## config.mk

```make
export PLATFORM = sky130hd
export DESIGN_NAME = byte_serializer
export DESIGN_NICKNAME = d
export VERILOG_FILES = /design/src/rtl/byte_serializer.sv
export SDC_FILE = /design/constraint.sdc
export NUM_CORES = 1
export LEC_CHECK = 0
export ABC_AREA = 0
export CORE_ASPECT_RATIO = 1.5
export CORE_MARGIN = 1.5
export CORE_UTILIZATION = 48
export DETAILED_ROUTE_END_ITERATION = 10
export GPL_ROUTABILITY_DRIVEN = 0
export GPL_TIMING_DRIVEN = 0
export PLACE_DENSITY = 0.83
export SLEW_MARGIN = 25
export SYNTH_ARGS = -nofsm -noshare
export SYNTH_HDL_FRONTEND = slang
export SYNTH_SLANG_ARGS = --single-unit
```

## constraint.sdc

```tcl
create_clock -name inClk -period 4.35 [get_ports inClk]
set_input_delay 1.0875 -clock inClk [delete_from_list [all_inputs] [get_ports inClk]]
set_output_delay 1.0875 -clock inClk [all_outputs]
set_load 0.02 [all_outputs]
```

## src/rtl/byte_serializer.sv

```systemverilog
// byte_serializer: feeds the TX 8:1 bit-select mux. Holds the current PSDU byte on
// outData and walks outSel through the 8 bit positions, one position per inTick
// strobe. outData[outSel] is the serial bit stream to the symbol/chip stage.
// Handshake reload on the final-bit tick gives back-to-back bytes without a bubble.
//
// Ports:
//   inClk       in   1      system clock, rising edge
//   inRstN      in   1      asynchronous active-low reset
//   inData      in   8      byte to serialize
//   inValid     in   1      inData/inLast valid
//   inLast      in   1      byte is the final byte of the frame
//   outReady    out  1      byte accepted this cycle if inValid (combinational)
//   inTick      in   1      bit-rate strobe, consumes the presented bit
//   inFlush     in   1      synchronous abort back to idle
//   outData     out  8      held byte (mux data)
//   outSel      out  3      bit index (mux select)
//   outBitValid out  1      a bit is being presented
//   outLast     out  1      presented bit is the final bit of the frame
//   outUnderrun out  1      1-cycle pulse: mid-frame byte ended with no successor
//   outByteCnt  out  CNT_W  bytes accepted in the current frame (saturating)
module byte_serializer #(
  parameter bit          LSB_FIRST = 1'b1,
  parameter int unsigned CNT_W     = 7
) (
  input  logic             inClk,
  input  logic             inRstN,
  input  logic [7:0]       inData,
  input  logic             inValid,
  input  logic             inLast,
  output logic             outReady,
  input  logic             inTick,
  input  logic             inFlush,
  output logic [7:0]       outData,
  output logic [2:0]       outSel,
  output logic             outBitValid,
  output logic             outLast,
  output logic             outUnderrun,
  output logic [CNT_W-1:0] outByteCnt
);

  localparam logic [2:0]       FIRST   = LSB_FIRST ? 3'd0 : 3'd7;
  localparam logic [2:0]       LASTIDX = LSB_FIRST ? 3'd7 : 3'd0;
  localparam logic [CNT_W-1:0] CNT_MAX = '1;

  typedef enum logic {
    ST_IDLE  = 1'b0,
    ST_SHIFT = 1'b1
  } state_e;

  state_e           state_q, state_d;
  logic [7:0]       data_q, data_d;
  logic [2:0]       sel_q, sel_d;
  logic             last_q, last_d;        // latched inLast of the held byte
  logic             out_last_q, out_last_d;
  logic             under_q, under_d;
  logic [CNT_W-1:0] cnt_q, cnt_d;

  logic byte_done_c;
  logic ready_c;
  logic accept_c;

  // Handshake: a new byte can enter when idle or on the tick that consumes the final bit
  always_comb begin
    byte_done_c = (state_q == ST_SHIFT) && inTick && (sel_q == LASTIDX);
    ready_c     = !inFlush && ((state_q == ST_IDLE) || byte_done_c);
    accept_c    = inValid && ready_c;
  end

  // Next-state and output logic
  always_comb begin
    state_d = state_q;
    data_d  = data_q;
    sel_d   = sel_q;
    last_d  = last_q;
    cnt_d   = cnt_q;
    under_d = 1'b0;

    if (inFlush) begin
      state_d = ST_IDLE;
      sel_d   = FIRST;
      last_d  = 1'b0;
      cnt_d   = '0;
    end else if (accept_c) begin
      state_d = ST_SHIFT;
      data_d  = inData;
      sel_d   = FIRST;
      last_d  = inLast;
      cnt_d   = (cnt_q == CNT_MAX) ? cnt_q : cnt_q + CNT_W'(1);
    end else if (byte_done_c) begin
      // Byte finished with nothing to follow: frame end clears the count, otherwise underrun
      state_d = ST_IDLE;
      sel_d   = FIRST;
      last_d  = 1'b0;
      if (last_q) begin
        cnt_d = '0;
      end else begin
        under_d = 1'b1;
      end
    end else if ((state_q == ST_SHIFT) && inTick) begin
      sel_d = LSB_FIRST ? sel_q + 3'd1 : sel_q - 3'd1;
    end

    out_last_d = (state_d == ST_SHIFT) && last_d && (sel_d == LASTIDX);
  end

  // State register
  always_ff @(posedge inClk or negedge inRstN) begin
    if (!inRstN) begin
      state_q    <= ST_IDLE;
      data_q     <= '0;
      sel_q      <= FIRST;
      last_q     <= 1'b0;
      out_last_q <= 1'b0;
      under_q    <= 1'b0;
      cnt_q      <= '0;
    end else begin
      state_q    <= state_d;
      data_q     <= data_d;
      sel_q      <= sel_d;
      last_q     <= last_d;
      out_last_q <= out_last_d;
      under_q    <= under_d;
      cnt_q      <= cnt_d;
    end
  end

  assign outReady    = ready_c;
  assign outData     = data_q;
  assign outSel      = sel_q;
  assign outBitValid = (state_q == ST_SHIFT);
  assign outLast     = out_last_q;
  assign outUnderrun = under_q;
  assign outByteCnt  = cnt_q;

endmodule

```

# Yosys cells after proc, flatten, opt, wreduce, memory -nomap -nowiden
# Index checks and enable logic that the tools add are counted.
# word_totals
output_inout_bits,22
reg_bits,22
# op_classes
eq_ne,4
addsub,2
n_reduce_logical,12
n_mux,19
n_bitwise,2
# op_table
operator,n
$mux 7,5
$mux 3,4
$mux 1,10
$add 7x1->7 const B,1
$eq 7x7->1 const B,1
$eq 3x3->1 const B,2
$logic_and 1x1->1,6
$reduce_bool 3->1,2
$add 3x1->3 const B,1
$ne 3x3->1 const B,1
$reduce_and 3->1,1
$not 1->1,2
$reduce_and 2->1,1
$logic_not 1->1,1
$logic_or 1x1->1,1

# Depth between registers and ports, before layout
# Gate-level depths: netlist of run 1.
# logic_depth
ltp_word,9
ltp_mapped,8
ltp_nobuf,6

# Least setup slack after synthesis of run 1
# No wires, ideal clock.
# synth_path
path_type,input port to output port
start,in inTick
end,out outReady
cell_stages,2
t_arrival_ps,1468
setup_slack_ps,1794
path_buffers,0
path_cell_list,a21boi_4 -> nor2_1
# synth_via
elab_chain_cells,4
# synth_rtl
element,line_no,text
from (decl),31,"input logic inTick,"
$logic_and 1x1->1 (2 in series),64,byte_done_c = (state_q == ST_SHIFT) && inTick && (sel_q == LASTIDX);
$logic_or 1x1->1,65,ready_c = !inFlush && ((state_q == ST_IDLE) || byte_done_c);
$logic_and 1x1->1,65,
to (decl),30,"output logic outReady,"
# No other way between the ends.

# Worst setup path in the final report of run 1
# Ends and elaborated chain as after synthesis.

==> results.yml, run 1 <==
logic_synthesis:
  netlist.top_cell.by_area: "dfrtp_1"
  syn-cell-area_um2: 1080
  synth_edf_count: 0
  yosysMostFrequentCell: "dfrtp_1"
  synth_top_area_share_pct: 51.0
  synth.area.top_cells: "dfrtp_1 51%, mux2_2 8.4%, a31oi_1 4.6%, nand2_1 3.8%, ha_1 3.5%"
  syn_area_per_cell_um2: 11.4
  ys.flop_type: "dfrtp_1"
  synth_cells: 95
  async_flop_share_pct: 100
  yosys_register_bits: 22
  syn_nets: 112
  synth_cell_type_count: 33
  ys_warn_count: 0
  ys_top_cells_by_count: "22 x dfrtp_1, 11 x nand2_1, 8 x a31oi_1, 8 x mux2_2, 7 x a21oi_1"
  ys_seq_area_share_pct: 51.0
drt:
  vias: 883
  drcViolationCount: 0
  post_drt_wl_per_cell_um: 14.1
  drtIter0Drc: 5
  dr.pass1.iters: 4
  ant_nets: 0
  via_per_inst: 5.70
  finalWirelength_um: 2190
grt:
  grt_pass1_vias: 829
  track_usage_pct: 19.2
  grt_max_degree: 23
  antenna_found_initial: 0
  grt_util_met3_pct: 3.52
  overflow: 0
  grt_pass1_wl_um: 3740
  grt_util_met2_pct: 35.5
  met1_usage_pct: 21.8
  top_usage_layer: "met2"
sta:
  hold_viol: 0
  fmax_mhz: 272
  setup_tns_ns: 0
  relSlewSlack_pct: 58.8
  worst_slew_pin_slew_ns: 0.614
  slew_viol_final: 0
  finalSetupViolations: 0
  period_minus_slack_ns: 3.68
  fin_worst_skew_ns: 0.00381
  hold_ws_ns: 0.501
  fin_crit_sh_pct: 84.6
  rsz0062_at_grt: "no"
power_and_ir_drop:
  p_seq_share_pct: 49.9
  ir_drop_mv: 0.281
  p_leak_nw: 0.621
  power_w: 0.000491
  combPwrFrac_pct: 28.5
  switching_power_w: 0.000139
  p_int_w: 0.000352
  switching_share_pct: 28.3
  power_frac_clock_pct: 21.6
  p_per_area_nw_per_um2: 333
critical_path:
  crit_arrival_ns: 2.59
  start_kind: "input pin"
  required_ns: 3.26
  cp_max_fo: 6
  cp-end-kind: "output pin"
  critPathKind: "in2out"
placed_design:
  place_area_um2: 1450
  dp_hpwl_um: 1740
  port_buffers: 34
layout:
  nets: 151
  utilization_pct: 71.1
  finish.instance_area_um2: 1480
  antenna_cells: 0
  fill_cells: 160
  area_growth_pct: 37.0
  drive_gt1_share_pct: 17.3
cts:
  cts_buffers: 3
  clock_latency_ns: 0.29
  postCtsSetupRepairBufs: 0
  hold_buffers: 0
  cts.sinks: 22
  cts_buffer_depth: 2
  cts_root_buf: "clkbuf_4"
  post_cts_resized: 0
  clk_pin_slew_ns: 0.11
  cts.htree.levels: 1
  cts_tree: "built"
floorplanning:
  io_pins: 36
  die_h_um: 61.1
  die_area_um2: 2550
  coreArea_um2: 2080
  dieWidth_um: 41.7
  initial_core_util_pct: 51.9
  rows: 20
min_path:
  hold_class: "reg2reg"
status:
  outcome: "finished, final reports clean"
job:
  drv_cap: 0
==> path summary, 6_finish.rpt <==
| check | startpoint | end | slack, ns | cells after the start |
|---|---|---|---|---|
| max in group asynchronous | inRstN | outSel[0]$_DFF_PN0_ | 3.31 | 1 |
| hold / removal | last_q$_DFF_PN0_ | outUnderrun$_DFF_PN0_ | 0.50 | 1 |
| min in group asynchronous | inRstN | outByteCnt[3]$_DFFE_PN0P_ | 0.72 | 1 |
| setup reg to reg | outSel[0]$_DFF_PN0_ | outByteCnt[4]$_DFFE_PN0P_ | 2.48 | 8 |
| hold reg to reg | last_q$_DFF_PN0_ | outUnderrun$_DFF_PN0_ | 0.50 | 1 |
| setup / recovery | inTick | outReady | 0.67 | 4 |
==> power groups by stage <==
stage | Clock [W] | Sequential [W] | Combinational [W]
after global placement | 0 | 0.000248 | 0.000137
after global routing | 0.000117 | 0.000250 | 0.000150
final | 0.000106 | 0.000245 | 0.000140
after detailed placement | 0 | 0.000250 | 0.000142
after CTS | 0.000109 | 0.000246 | 0.000142
after floorplan | 0 | 0.000275 | 0.0000423
==> placed cells by master, fill, tap and decap left out, types with 2 or more instances in the layout <==
cell type	instances
a31oi_1	8
dfrtp_1	22
buf_2	2
mux2_2	8
a21oi_1	7
clkdlybuf4s50_1	33
nand3_1	5
nor2_1	6
nand2_1	11
clkbuf_4	3
ha_1	3
==> kinds of logic after synthesis <==
kind of cell | after synthesis | synth area share [%]
compound gates | 24 | 16.1
flops | 22 | 51.0
xor+xnor | 1 | 0.812
simple gates | 32 | 15.5
buf+inv | 4 | 3.71
fa+ha+maj | 3 | 3.48
mux | 9 | 9.28
==> state kept, by name (all words and copies together), names as in the netlist <==
register,count
outSel,3
outByteCnt,7
outBitValid,1
outLast,1
outUnderrun,1
outData,8
last_q,1
==> critical path: stages <==
cell and delay [ns]:
clkdlybuf4s50_1 0.61, a21boi_4 0.11, nor2_1 0.15, clkdlybuf4s50_1 0.62
==> per-stage QoR <==
stage,setup WS (ns),instances
floorplan,1.79,95
global placement,0.680,151
detailed placement,0.670,151
CTS,0.671,155
global route,0.587,155
finish,0.672,155
==> per-layer routing <==
layer / part of all wire [%] / routed length (µm)
met3: 5.0 / 109
met4: 1.9 / 42
met1: 39 / 859
met5: 0 / 0
met2: 54 / 1180
==> final cells by class <==
cell class	count	area [µm²]	area share, %
inverters	1	3.75	0.254
repair buffers	34	335	22.7
plain buffers	3	36.3	2.46
multi-input cells	69	488	33.0
clock buffers	4	36.3	2.46
well taps	22	27.5	1.86
flip-flops and latches	22	551	37.3
(Power assumes the default switching activity.)
==> run 2: changes to the inputs <==
CORE_UTILIZATION = 40   (was 48)
PLACE_DENSITY = 0.74   (was 0.83)
clock period = 3.2 ns   (was 4.35 ns; I/O delays follow)
==> run 2 against run 1 <==
Register-to-register slack got worse by 1.2 ns; final area is 2.3% higher; setup slack worse by 0.59 ns; combinational power increased by 36%; sequential share of layout area down 0.83 points; non-clock buffer count unchanged; final cell count is 9.0% higher; total power up 51%; clock skew is 0.00064 ns lower; clock power is 110% higher; critical path type unchanged.
==> results.yml, run 2 (synthesized netlist as in run 1, its figures left out) <==
floorplanning:
  rows: 22
  die_h_um: 66.6
  io_pins: 36
  dieWidth_um: 45.4
  coreArea_um2: 2500
  initial_core_util_pct: 43.1
  die_area_um2: 3020
critical_path:
  critPathKind: "in2out"
  cp_max_fo: 6
  cp_slowest_stage_delay_ns: 0.63
  crit_path_cell_trace: "clkdlybuf4s50_1 > a21boi_4 > nor2_1 > clkdlybuf4s50_1"
  required_ns: 2.40
  cp_slowest_cell: "clkdlybuf4s50_1"
  start_kind: "input pin"
  cp-end-kind: "output pin"
  crit_top_cell: "clkdlybuf4s50_1"
  crit_arrival_ns: 2.31
cts:
  cts.htree.levels: 1
  hold_buffers: 0
  cts_buffers: 3
  cts_root_buf: "clkbuf_4"
  clk_pin_slew_ns: 0.13
  cts_buffer_depth: 2
  clock_latency_ns: 0.32
  cts.sinks: 22
  post_cts_resized: 0
  cts_tree: "built"
  postCtsSetupRepairBufs: 0
drt:
  wl_met3_um: 58
  via_per_inst: 5.21
  dr.pass1.iters: 4
  drcViolationCount: 0
  vias: 881
  finalWirelength_um: 2340
  highest_layer: "met4"
  drtIter0Drc: 10
  wl_met1_um: 1020
  post_drt_wl_per_cell_um: 13.8
  dr_wl_met2_um: 1210
  ant_nets: 0
layout:
  nets: 151
  final_common_cell: "clkdlybuf4s50_1"
  final-seq-area_um2: 551
  layout_common_cells: "33 x clkdlybuf4s50_1, 22 x dfrtp_1, 11 x nand2_1"
  largest_reg_flops: 8
  multiInputGateArea_um2: 488
  utilization_pct: 60.3
  fill_cells: 227
  antenna_cells: 0
  stdcell_count: 169
  drive_gt1_share_pct: 17.3
  finish.instance_area_um2: 1510
  area_growth_pct: 40.1
sta:
  finalSetupViolations: 0
  setup_tns_ns: 0
  rsz0062_at_grt: "no"
  fin_crit_sh_pct: 97.3
  worst_slew_pin_slew_ns: 0.587
  slew_viol_final: 0
  period_minus_slack_ns: 3.11
  fin_worst_skew_ns: 0.00317
  hold_viol: 0
  hold_ws_ns: 0.420
  relSlewSlack_pct: 60.6
  fmax_mhz: 321
power_and_ir_drop:
  p_leak_nw: 0.628
  ir_drop_mv: 0.375
  p_per_area_nw_per_um2: 490
grt:
  antenna_found_initial: 0
  grt_pass1_wl_um: 3930
  grt_max_degree: 23
  track_usage_pct: 17.5
  grt_pass1_vias: 898
  overflow: 0
placed_design:
  place_area_um2: 1460
  placed_cells: 165
  port_buffers: 34
  dp_hpwl_um: 1810
status:
  outcome: "finished, final reports clean"
min_path:
  hold_class: "in2async"
job:
  drv_cap: 0
-- run 2: cell types whose count changed in the layout (fill, tap and decap cells not counted) --
cell / previous run / this run
bufinv_16: 0 / 1
clkbuf_8: 1 / 0
-- run 2: final cells by class --
class,count,share of cell area (%)
buffer,3,2.40
clock buffer,3,1.49
clock inverter,1,1.99
inverter,1,0.248
multi-input combinational,69,32.3
sequential,22,36.4
tap,36,2.98
timing repair buffer,34,22.2
-- run 2: final timing paths --
check	slack [ns]	to	from	cells after the start
max	0.09	outReady	inTick	4
min	0.42	outUnderrun$_DFF_PN0_	inRstN	1
max reg2reg	1.30	outByteCnt[1]$_DFFE_PN0P_	outSel[0]$_DFF_PN0_	7
min reg2reg	0.53	outUnderrun$_DFF_PN0_	last_q$_DFF_PN0_	1
max in group asynchronous	2.45	outData[5]$_DFFE_PN0P_	inRstN	1
min in group inClk	0.53	outUnderrun$_DFF_PN0_	last_q$_DFF_PN0_	1
-- run 2: through the flow --
| step | worst slack, ns | total power (W) |
|---|---|---|
| 5_1_grt | 0.0202 | 0.000771 |
| 2_1_floorplan | 1.07 | 0.000431 |
| 3_3_place_gp | 0.0924 | 0.000524 |
| 4_1_cts | 0.0781 | 0.000747 |
| 3_5_place_dp | 0.0839 | 0.000532 |
| 6_report | 0.0854 | 0.000741 |
-- run 2: power breakdown --
group	switching (W)	total [W]	internal, W
Clock	0.0000907	0.000218	0.000127
Combinational	0.0000898	0.000191	0.000101
Sequential	0.0000245	0.000333	0.000308
Total	0.000205	0.000741	0.000536
-- run 2: routing by layer --
layer  track usage, %  vias up
li1                 -      429
met4             8.46        0
met1             21.3      424
met3             2.44        5
met2             29.2       23
met5                0        -
-- run 2: worst max-delay path: cells and delay by family --
kind            cells  cell delay [ns]
compound gates      1             0.12
buf+inv             2             1.25
simple gates        1             0.15
